`src/rtl/shift_seq.sv`:
```
// Multi-step shift sequencer: applies one single-bit shift/rotate per clock,
// amt times, with the carry fed back through cout between steps.
module shift_seq #(
  parameter int WIDTH = 8,
  parameter int AMTW  = 3
) (
  input  logic             clk,
  input  logic             rst,
  input  logic             start,
  input  logic [WIDTH-1:0] in,
  input  logic             cin,
  input  logic [2:0]       mode,
  input  logic [AMTW-1:0]  amt,
  output logic             busy,
  output logic             done,
  output logic [WIDTH-1:0] out,
  output logic             cout
);

  typedef enum logic [1:0] {IDLE, SHIFT, DONE} state_t;

  state_t           state_q, state_d;
  logic [WIDTH-1:0] data_q, data_d;
  logic             carry_q, carry_d;
  logic [2:0]       mode_q, mode_d;
  logic [AMTW-1:0]  count_q, count_d;

  logic             fill_bit;
  logic [WIDTH-1:0] step_data;
  logic             step_carry;

  // One step of the selected operation on the current {data, carry}
  always_comb begin
    if (mode_q[1]) fill_bit = mode_q[0] ? data_q[WIDTH-1] : data_q[0];
    else           fill_bit = carry_q & mode_q[0];

    if (mode_q[2]) begin
      step_data  = {fill_bit, data_q[WIDTH-1:1]};
      step_carry = data_q[0];
    end else begin
      step_data  = {data_q[WIDTH-2:0], fill_bit};
      step_carry = data_q[WIDTH-1];
    end
  end

  always_ff @(posedge clk or posedge rst) begin
    if (rst) begin
      state_q <= IDLE;
      data_q  <= '0;
      carry_q <= 1'b0;
      mode_q  <= '0;
      count_q <= '0;
    end else begin
      state_q <= state_d;
      data_q  <= data_d;
      carry_q <= carry_d;
      mode_q  <= mode_d;
      count_q <= count_d;
    end
  end

  always_comb begin
    state_d = state_q;
    data_d  = data_q;
    carry_d = carry_q;
    mode_d  = mode_q;
    count_d = count_q;
    case (state_q)
      IDLE: begin
        if (start) begin
          data_d  = in;
          carry_d = cin;
          mode_d  = mode;
          count_d = amt;
          state_d = (amt == '0) ? DONE : SHIFT;
        end
      end
      SHIFT: begin
        data_d  = step_data;
        carry_d = step_carry;
        count_d = count_q - {{(AMTW-1){1'b0}}, 1'b1};
        if (count_q == {{(AMTW-1){1'b0}}, 1'b1}) state_d = DONE;
      end
      DONE:    state_d = IDLE;
      default: state_d = IDLE;
    endcase
  end

  always_comb begin
    busy = (state_q != IDLE);
    done = (state_q == DONE);
  end

  assign out  = data_q;
  assign cout = carry_q;

endmodule

```
`config.mk`:
```
export PLATFORM = sky130hd
export DESIGN_NAME = shift_seq
export DESIGN_NICKNAME = d
export VERILOG_FILES = /design/src/rtl/shift_seq.sv
export SDC_FILE = /design/constraint.sdc
export NUM_CORES = 1
export LEC_CHECK = 0
export CORE_MARGIN = 2
export CORE_UTILIZATION = 50
export DETAILED_ROUTE_END_ITERATION = 10
export HOLD_SLACK_MARGIN = 0.05
export MAX_ROUTING_LAYER = met4
export PLACE_DENSITY_LB_ADDON = 0.1
export SLEW_MARGIN = 20
export SYNTH_ARGS = -nofsm -noshare
export SYNTH_HDL_FRONTEND = slang
export SYNTH_SLANG_ARGS = --single-unit
```
`constraint.sdc`:
```
create_clock -name clk -period 2.3 [get_ports clk]
set_input_delay 0.69 -clock clk [delete_from_list [all_inputs] [get_ports clk]]
set_output_delay 0.69 -clock clk [all_outputs]
set_load 0.05 [all_outputs]
```
# Word-level counts from Yosys, hierarchy flattened
# Cells that the tools add are included.
totals:
  output_inout_bits: 11
  reg_bits: 17
  input_bits: 18
  wordCells: 33
op_classes:
  n_reduce_logical: 7
  eq_ne: 5
  bitwise_logic: 1
  muxes: 14
  addsub: 1
op_table:
  columns: ["cell", "n"]
  rows:
  - ["2-to-1 mux 8 bit", 2]
  - ["one-hot mux 8 bit (2 select lines)", 1]
  - ["2-to-1 mux 2 bit", 3]
  - ["one-hot mux 3 bit (2 select lines)", 1]
  - ["AND reduction 2 bit", 3]
  - ["2-to-1 mux 1 bit", 4]
  - ["inequality test 2 bit, second input constant", 2]
  - ["one-hot mux 2 bit (2 select lines)", 1]
  - ["nonzero test 2 bit", 2]
  - ["== test 3 x 1 -> 1 bit, second input constant", 1]
  - ["logical NOT 3 bit", 1]
  - ["2-to-1 mux 3 bit", 1]
  - ["subtractor 3 x 1 -> 3 bit, second input constant", 1]
  - ["== test 2 x 1 -> 1 bit, second input constant", 1]
  - ["== test 2 bit, second input constant", 1]
  - ["logical NOT 2 bit", 1]
  - ["one-hot mux 1 bit (2 select lines)", 1]
  - ["AND 1 bit", 1]

# Logic depth before layout (Yosys ltp)
# Gate-level depths: netlist (run 1).
logic_depth:
  depth_word: 4
  depth_mapped: 5
  mapped_depth_nobuf: 5

# Worst setup path before layout (run 1)
# No wires, ideal clock.
synth_path:
  path_type: "reg2out"
  from: "register state_q[0]"
  to: "output port done"
  n_path_buf: 2
  path_stages_with_launch: 4
  required_time_ps: 1610
  arrival_ps: 1345
  setup_slack_ps: 265
  path_cell_list: "dfrtp_1 -> buf_6 -> clkbuf_8 -> nor2b_1"
synth_between:
  elab_chain_len: 1
synth_lines:
  columns: ["element", "line_no", "source"]
  rows:
  - ["start: declaration", "22", "state_t state_q, state_d;"]
  - ["start signal: assignment", "54", "state_q <= state_d;"]
  - ["== test 2 bit", "91", "done = (state_q == DONE);"]
  - ["end: declaration", "15", "output logic done,"]
# Every way passes these cells.

# Worst setup path in the final report (run 1)
layout_path:
  from: "register data_q[6], in the netlist out[6]"
  to: "output port out[6]"
layout_lines:
  columns: ["element", "line_no", "source"]
  rows:
  - ["start: declaration", "23", "logic [WIDTH-1:0] data_q, data_d;"]
  - ["start signal: assignment", "55", "data_q <= data_d;"]
  - ["end: declaration", "16", "output logic [WIDTH-1:0] out,"]
# No word-level cell between the ends.

==> results of run 1 <==
-- cell usage after synthesis (all sizes together) --
library cell | number | share of area, %
nor2b | 3 | 2.5
a2bb2oi | 1 | 0.83
o21bai | 1 | 1.8
o31a | 1 | 0.83
o22ai | 2 | 1.2
a21oi | 7 | 3.3
nand3 | 1 | 0.47
or2b | 1 | 0.71
buf | 5 | 4.7
dfrtp | 17 | 40
and3b | 1 | 0.83
and4bb | 1 | 1.2
nand2 | 5 | 1.8
or3 | 1 | 0.59
mux2i | 3 | 2.8
a31oi | 1 | 0.59
ha | 2 | 2.4
nand3b | 1 | 0.71
or2 | 1 | 0.59
o221ai | 1 | 0.83
clkbuf | 1 | 1.3
o21ai | 10 | 4.7
a22oi | 6 | 4.3
nor3b | 3 | 3.2
o211ai | 1 | 0.71
o21a | 1 | 0.71
a22o | 1 | 0.83
a211oi | 3 | 2.1
o22a | 2 | 1.7
inv | 8 | 2.8
a21o | 1 | 0.71
mux2 | 7 | 7.8
-- power by group --
| group | switching, mW | leakage, nW | internal, mW | total (mW) |
|---|---|---|---|---|
| combinational | 0.781 | 0.394 | 0.605 | 1.39 |
| sequential | 0.167 | 0.204 | 0.450 | 0.617 |
| clock | 0.0957 | 0.0150 | 0.0674 | 0.163 |
-- registers in the layout, indices dropped and copies added (netlist names) --
name     flops
count_q      3
cout         1
mode_q       3
out          8
state_q      2
-- path summary, 6_finish.rpt --
path,from,depth (start not counted),to
max in group asynchronous,rst,2,count_q[1]$_DFFE_PP0P_
hold reg to reg,cout$_DFFE_PP0P_,2,cout$_DFFE_PP0P_
min in group asynchronous,rst,2,count_q[2]$_DFFE_PP0P_
setup / recovery,out[6]$_DFFE_PP0P_,1,out[6]
setup reg to reg,state_q[0]$_DFFE_PP0P_,3,mode_q[1]$_DFFE_PP0P_
hold / removal,cout$_DFFE_PP0P_,2,cout$_DFFE_PP0P_
-- metrics by stage --
step	total power, mW	std cells	area, µm²
2_1_floorplan	1.63	100	1050
3_3_place_gp	1.97	152	1350
3_5_place_dp	2.00	152	1350
4_1_cts	2.17	156	1370
5_1_grt	2.30	156	1380
6_report	2.17	156	1380
-- logic make-up after synthesis --
logic type	count (synthesis)
flip-flops	17
buffers and inverters	14
adder cells (fa/ha/maj)	2
AO/OA/AOI/OAI	39
multiplexers	10
AND/OR/NAND/NOR	18
-- placed cells by master, fill, tap and decap left out, drive strengths merged, types with 2 or more instances in the layout --
cell / instances
a211oi: 3
a21oi: 7
a22oi: 6
buf: 5
clkbuf: 4
clkdlybuf4s50: 23
dfrtp: 17
dlymetal6s2s: 3
ha: 2
inv: 8
mux2: 7
mux2i: 3
nand2: 5
nor2b: 3
nor3b: 3
o21ai: 10
o22a: 2
o22ai: 2
-- final cells by class --
class / count / area share, %
multi-input combinational: 69 / 38.8
tap: 27 / 2.45
timing repair buffer: 31 / 23.9
clock buffer: 4 / 1.90
inverter: 8 / 2.17
sequential: 17 / 30.8
-- worst register-to-register path, cell delays in order (launching register included) --
cell	delay, ps
dfrtp_1	410
buf_4	220
nor3b_4	310
mux2_2	370
-- routing by layer --
layer	share of wire, %	up-vias
met3	4.9	5
met5	0	-
li1	-	428
met2	46	23
met1	48	423
met4	1.5	0
==> run metrics, run 1 <==
outcome complete, no violations; GR Util All Layers 21.3%; mux contribution to synthesized area 10.7%; Slew Limit Fails 0; via count 879; FF+latch count, synth 17; clock skew 1.41 ps; Pwr Density 1570 nW/µm²; Post-Synth XOR/XNOR Area 0%; Buf/Inv on CP 1; critical path's top delay family buffers and inverters; Mapped Area 1050 µm²; pin count of the biggest net entering global routing 21; initial core utilization 53.2%; multi-input logic area 536 µm²; H-tree levels 1; total gr overflow 0; Worst path max stage delay 830 ps; met3 Track Usage GR 3.03%; setup violators final 0; crit-path cells clkdlybuf4s50_1; initial antenna violation count 0; Place WS 177 ps; WP data arrival 1530 ps; crit path max fanout 4; number of routed nets with antenna violations 0; Final Hold Viols 0; Clock transition at path regs 100 ps; Port Buf Inserts 28; post-cts resize count 0; worst skew pair latency 290 ps; GRT met2 Usage 32.4%; Root Buffer clkbuf_4; Avg Cell Area, Syn 10.5 µm²; Core Footprint 1980 µm²; vias per cell 5.63; post-synthesis sequential area ratio 40.3%; reg2reg setup slack 890 ps; drt pass-1 iters 5; RSZ-0062 raised after global routing false; largest family of logic cells by synthesized area compound AO/OA/AOI/OAI gates; minimum clock period 2220 ps; simple-gate area share of the yosys netlist 12.6%; Critical Path RT 1610 ps; max_cap viols 0; register area 425 µm²; GRT met1 Usage 28.7%; layout cells sized above 1 14.7%; Mapped Cells 100; Post-CTS Setup Bufs 0; maximum vdd drop 0.998 mV; Synth Area in Adders 2.37%; Warnings, synthesis 0; Max Freq 0.450 GHz; CP endpoint kind primary output; post-layout util 69.7%; CTS max path bufs 2; Worst path slowest cell clkdlybuf4s50_1; TritonCTS clock tree done; CTS sink count 17; period utilization 96.5%; # nets final 150; global route hottest layer met2; Row Count 16; I/O pin cnt 29; final WL 2.40 mm; DIE WIDTH 49.9 µm; vias in the first global route 849; hold-fix buffers at CTS 0; post-synth cell types 37; die height 49.9 µm; GPL Wtd Cong 0.836; CTS Buf Count 3; die area 2490 µm²; Synth Area in Compound Gates 25.1%; fill count 157; Slew @ Worst Pin 659 ps; global-route wire length before repair 3.90 mm; Hold Path Class reg -> reg; Area Overhead vs Synth 31.0%; CP Launch Type register; relative slew slack 56.0%; mean routed wirelength per cell 15.4 µm; # diodes 0; final setup TNS 0 ps; Post-DP HPWL 1.76 mm; hold_ws 516 ps; critical path start-end classification reg -> out; Mapped Nets 120; DRT iter0 DRCs 17; drc violations 0; LEAKAGE 0.613 nW; Final Worst Setup Slack 79.9 ps
(Power assumes the default switching activity.)
==> inputs of run 2 (changes only) <==
--- a/config.mk
+++ b/config.mk
@@ -5,7 +5,6 @@
 export SDC_FILE = /design/constraint.sdc
 export NUM_CORES = 1
 export LEC_CHECK = 0
-export CORE_MARGIN = 2
 export CORE_UTILIZATION = 50
 export DETAILED_ROUTE_END_ITERATION = 10
 export HOLD_SLACK_MARGIN = 0.05
==> run 2 against run 1 <==
Against the previous run:
- cell count up 0.64%
- core utilization increased by 0.19 points
- routed wire length decreased by 5.8%
- maximum frequency fell by 1.2%
- clock power is essentially flat
- sequential cell count unchanged
- critical path type unchanged
- largest cell class unchanged
==> run metrics, run 2 (same netlist as run 1, synthesis figures left out) <==
outcome complete, no violations; drc violations 0; Int Power 1.12 mW; I/O pin cnt 29; most common cell after layout, fill and taps aside clkdlybuf4s50_1; crit-path cells clkdlybuf4s50_1; Slew @ Worst Pin 505 ps; initial antenna violation count 0; crit path from out[7]$_DFFE_PP0P_; Clock transition at path regs 110 ps; CP Launch Type register; LEAKAGE 0.598 nW; Slew Limit Fails 0; TritonCTS clock tree done; Post-DP HPWL 1.64 mm; max_cap viols 0; die area 2300 µm²; DRT iter0 DRCs 18; H-tree levels 1; met3 Track Usage GR 3.40%; GR Util All Layers 23.0%; crit path max fanout 5; critical path's top delay family buffers and inverters; global route hottest layer met2; Worst path slowest cell clkdlybuf4s50_1; die height 47.9 µm; Critical Path RT 1610 ps; final setup TNS 0 ps; pin count of the biggest net entering global routing 21; Worst path max stage delay 830 ps; switching power 1.03 mW; Core Footprint 1980 µm²; Final Hold Viols 0; sequential share of power 28.5%; drt pass-1 iters 4; mean routed wirelength per cell 14.4 µm; HP Start cout$_DFFE_PP0P_; Area Overhead vs Synth 31.3%; CP endpoint kind primary output; reg2reg start state_q[0]$_DFFE_PP0P_; vias per cell 5.48; DIE WIDTH 47.9 µm; Pwr Density 1550 nW/µm²; vias in the first global route 805; via count 860; number of routed nets with antenna violations 0; Combinational Power Share 64.0%; Row Count 16; clock skew 5.63 ps; initial core utilization 53.2%; fill count 162; global-route wire length before repair 3.61 mm; WP data arrival 1560 ps; Final Worst Setup Slack 53.3 ps; GRT met1 Usage 33.4%; maximum vdd drop 1.15 mV; GPL Wtd Cong 0.864; critical path start-end classification reg -> out; final WL 2.26 mm; CTS sink count 17; most frequent cells in the layout 25 x clkdlybuf4s50_1, 17 x dfrtp_1, 8 x inv_1; CTS Buf Count 3; period utilization 97.7%; worst skew pair latency 290 ps; GRT met2 Usage 33.8%; Port Buf Inserts 28; CTS max path bufs 2; max reg flops 8; minimum clock period 2250 ps; relative slew slack 66.3%; Hold Path Class reg -> reg; Buf/Inv on CP 1; # nets final 151; Root Buffer clkbuf_4; layout cells sized above 1 16.2%; setup violators final 0; total gr overflow 0; RSZ-0062 raised after global routing false; Max Freq 0.445 GHz; # diodes 0; Clock Power Share 7.5%; switch share 47.8%; Place WS 190 ps
-- run 2: changes by cell type in the layout (fill, tap and decap cells not counted), sizes merged --
cell,before,now
buf,5,6
clkinv,0,1
clkdlybuf4s50,23,25
dlymetal6s2s,3,1
clkbuf,4,3
-- run 2: worst register-to-register path, delay by kind of cell (launching register included) --
family                 cells  cell delay, ps
muxes                      1             380
buffers and inverters      1             220
and+or+nand+nor            1             300
DFF                        1             410
-- run 2: final timing paths --
kind | endpoint | slack, ps | depth (start not counted)
max in group asynchronous | count_q[1]$_DFFE_PP0P_ | 1400 | 3
min in group asynchronous | mode_q[2]$_DFFE_PP0P_ | 710 | 3
hold reg to reg | cout$_DFFE_PP0P_ | 530 | 2
setup / recovery | out[7] | 50 | 1
setup reg to reg | mode_q[1]$_DFFE_PP0P_ | 890 | 3
hold / removal | cout$_DFFE_PP0P_ | 530 | 2
-- run 2: per-stage QoR --
step / utilization [%] / hold slack [ps] / cells / power (mW) / area (µm²)
2_1_floorplan: - / 505 / 100 / 1.63 / 1050
3_3_place_gp: 68.4 / 494 / 153 / 1.97 / 1360
3_5_place_dp: 68.4 / 515 / 153 / 1.99 / 1360
4_1_cts: 69.8 / 540 / 157 / 2.16 / 1380
5_1_grt: 69.9 / 581 / 157 / 2.29 / 1390
6_report: 69.9 / 532 / 157 / 2.15 / 1390
-- run 2: final cells by class --
cell class	instances	area (µm²)	area share, %
clock buffer	3	22.5	1.63
sequential	17	425	30.7
multi-input combinational	69	536	38.7
inverter	8	30.0	2.17
clock inverter	1	5.00	0.361
tap	27	33.8	2.44
timing repair buffer	32	333	24.0
-- run 2: timing repair --
item	4_1_cts	5_1_grt
endpoints found under the setup margin	0	1
hold buffers	0	0
hold endpoints to repair	0	0
gates resized for setup	0	1
setup buffers	0	0
-- run 2: routing by layer --
| metal | routed length [µm] | share of wire [%] |
|---|---|---|
| met1 | 1130 | 50 |
| met5 | 0 | 0 |
| met3 | 85 | 3.8 |
| met2 | 1020 | 45 |
| met4 | 19 | 0.84 |
-- run 2: power groups by stage --
stage                     Clock (mW)  Sequential (mW)  Combinational [mW]
after floorplan                    0            0.825               0.804
after global placement             0            0.611                1.36
after detailed placement           0            0.617                1.38
after CTS                      0.168            0.611                1.38
after global routing           0.177            0.638                1.48
final                          0.161            0.612                1.37
==> inputs of run 3 (changes only) <==
--- a/config.mk
+++ b/config.mk
@@ -6,6 +6,7 @@
 export NUM_CORES = 1
 export LEC_CHECK = 0
 export CORE_UTILIZATION = 50
+export CTS_CLUSTER_SIZE = 20
 export DETAILED_ROUTE_END_ITERATION = 10
 export HOLD_SLACK_MARGIN = 0.05
 export MAX_ROUTING_LAYER = met4
==> results of run 3 <==
Final layout, timing and power as in run 2 (identical DEF).
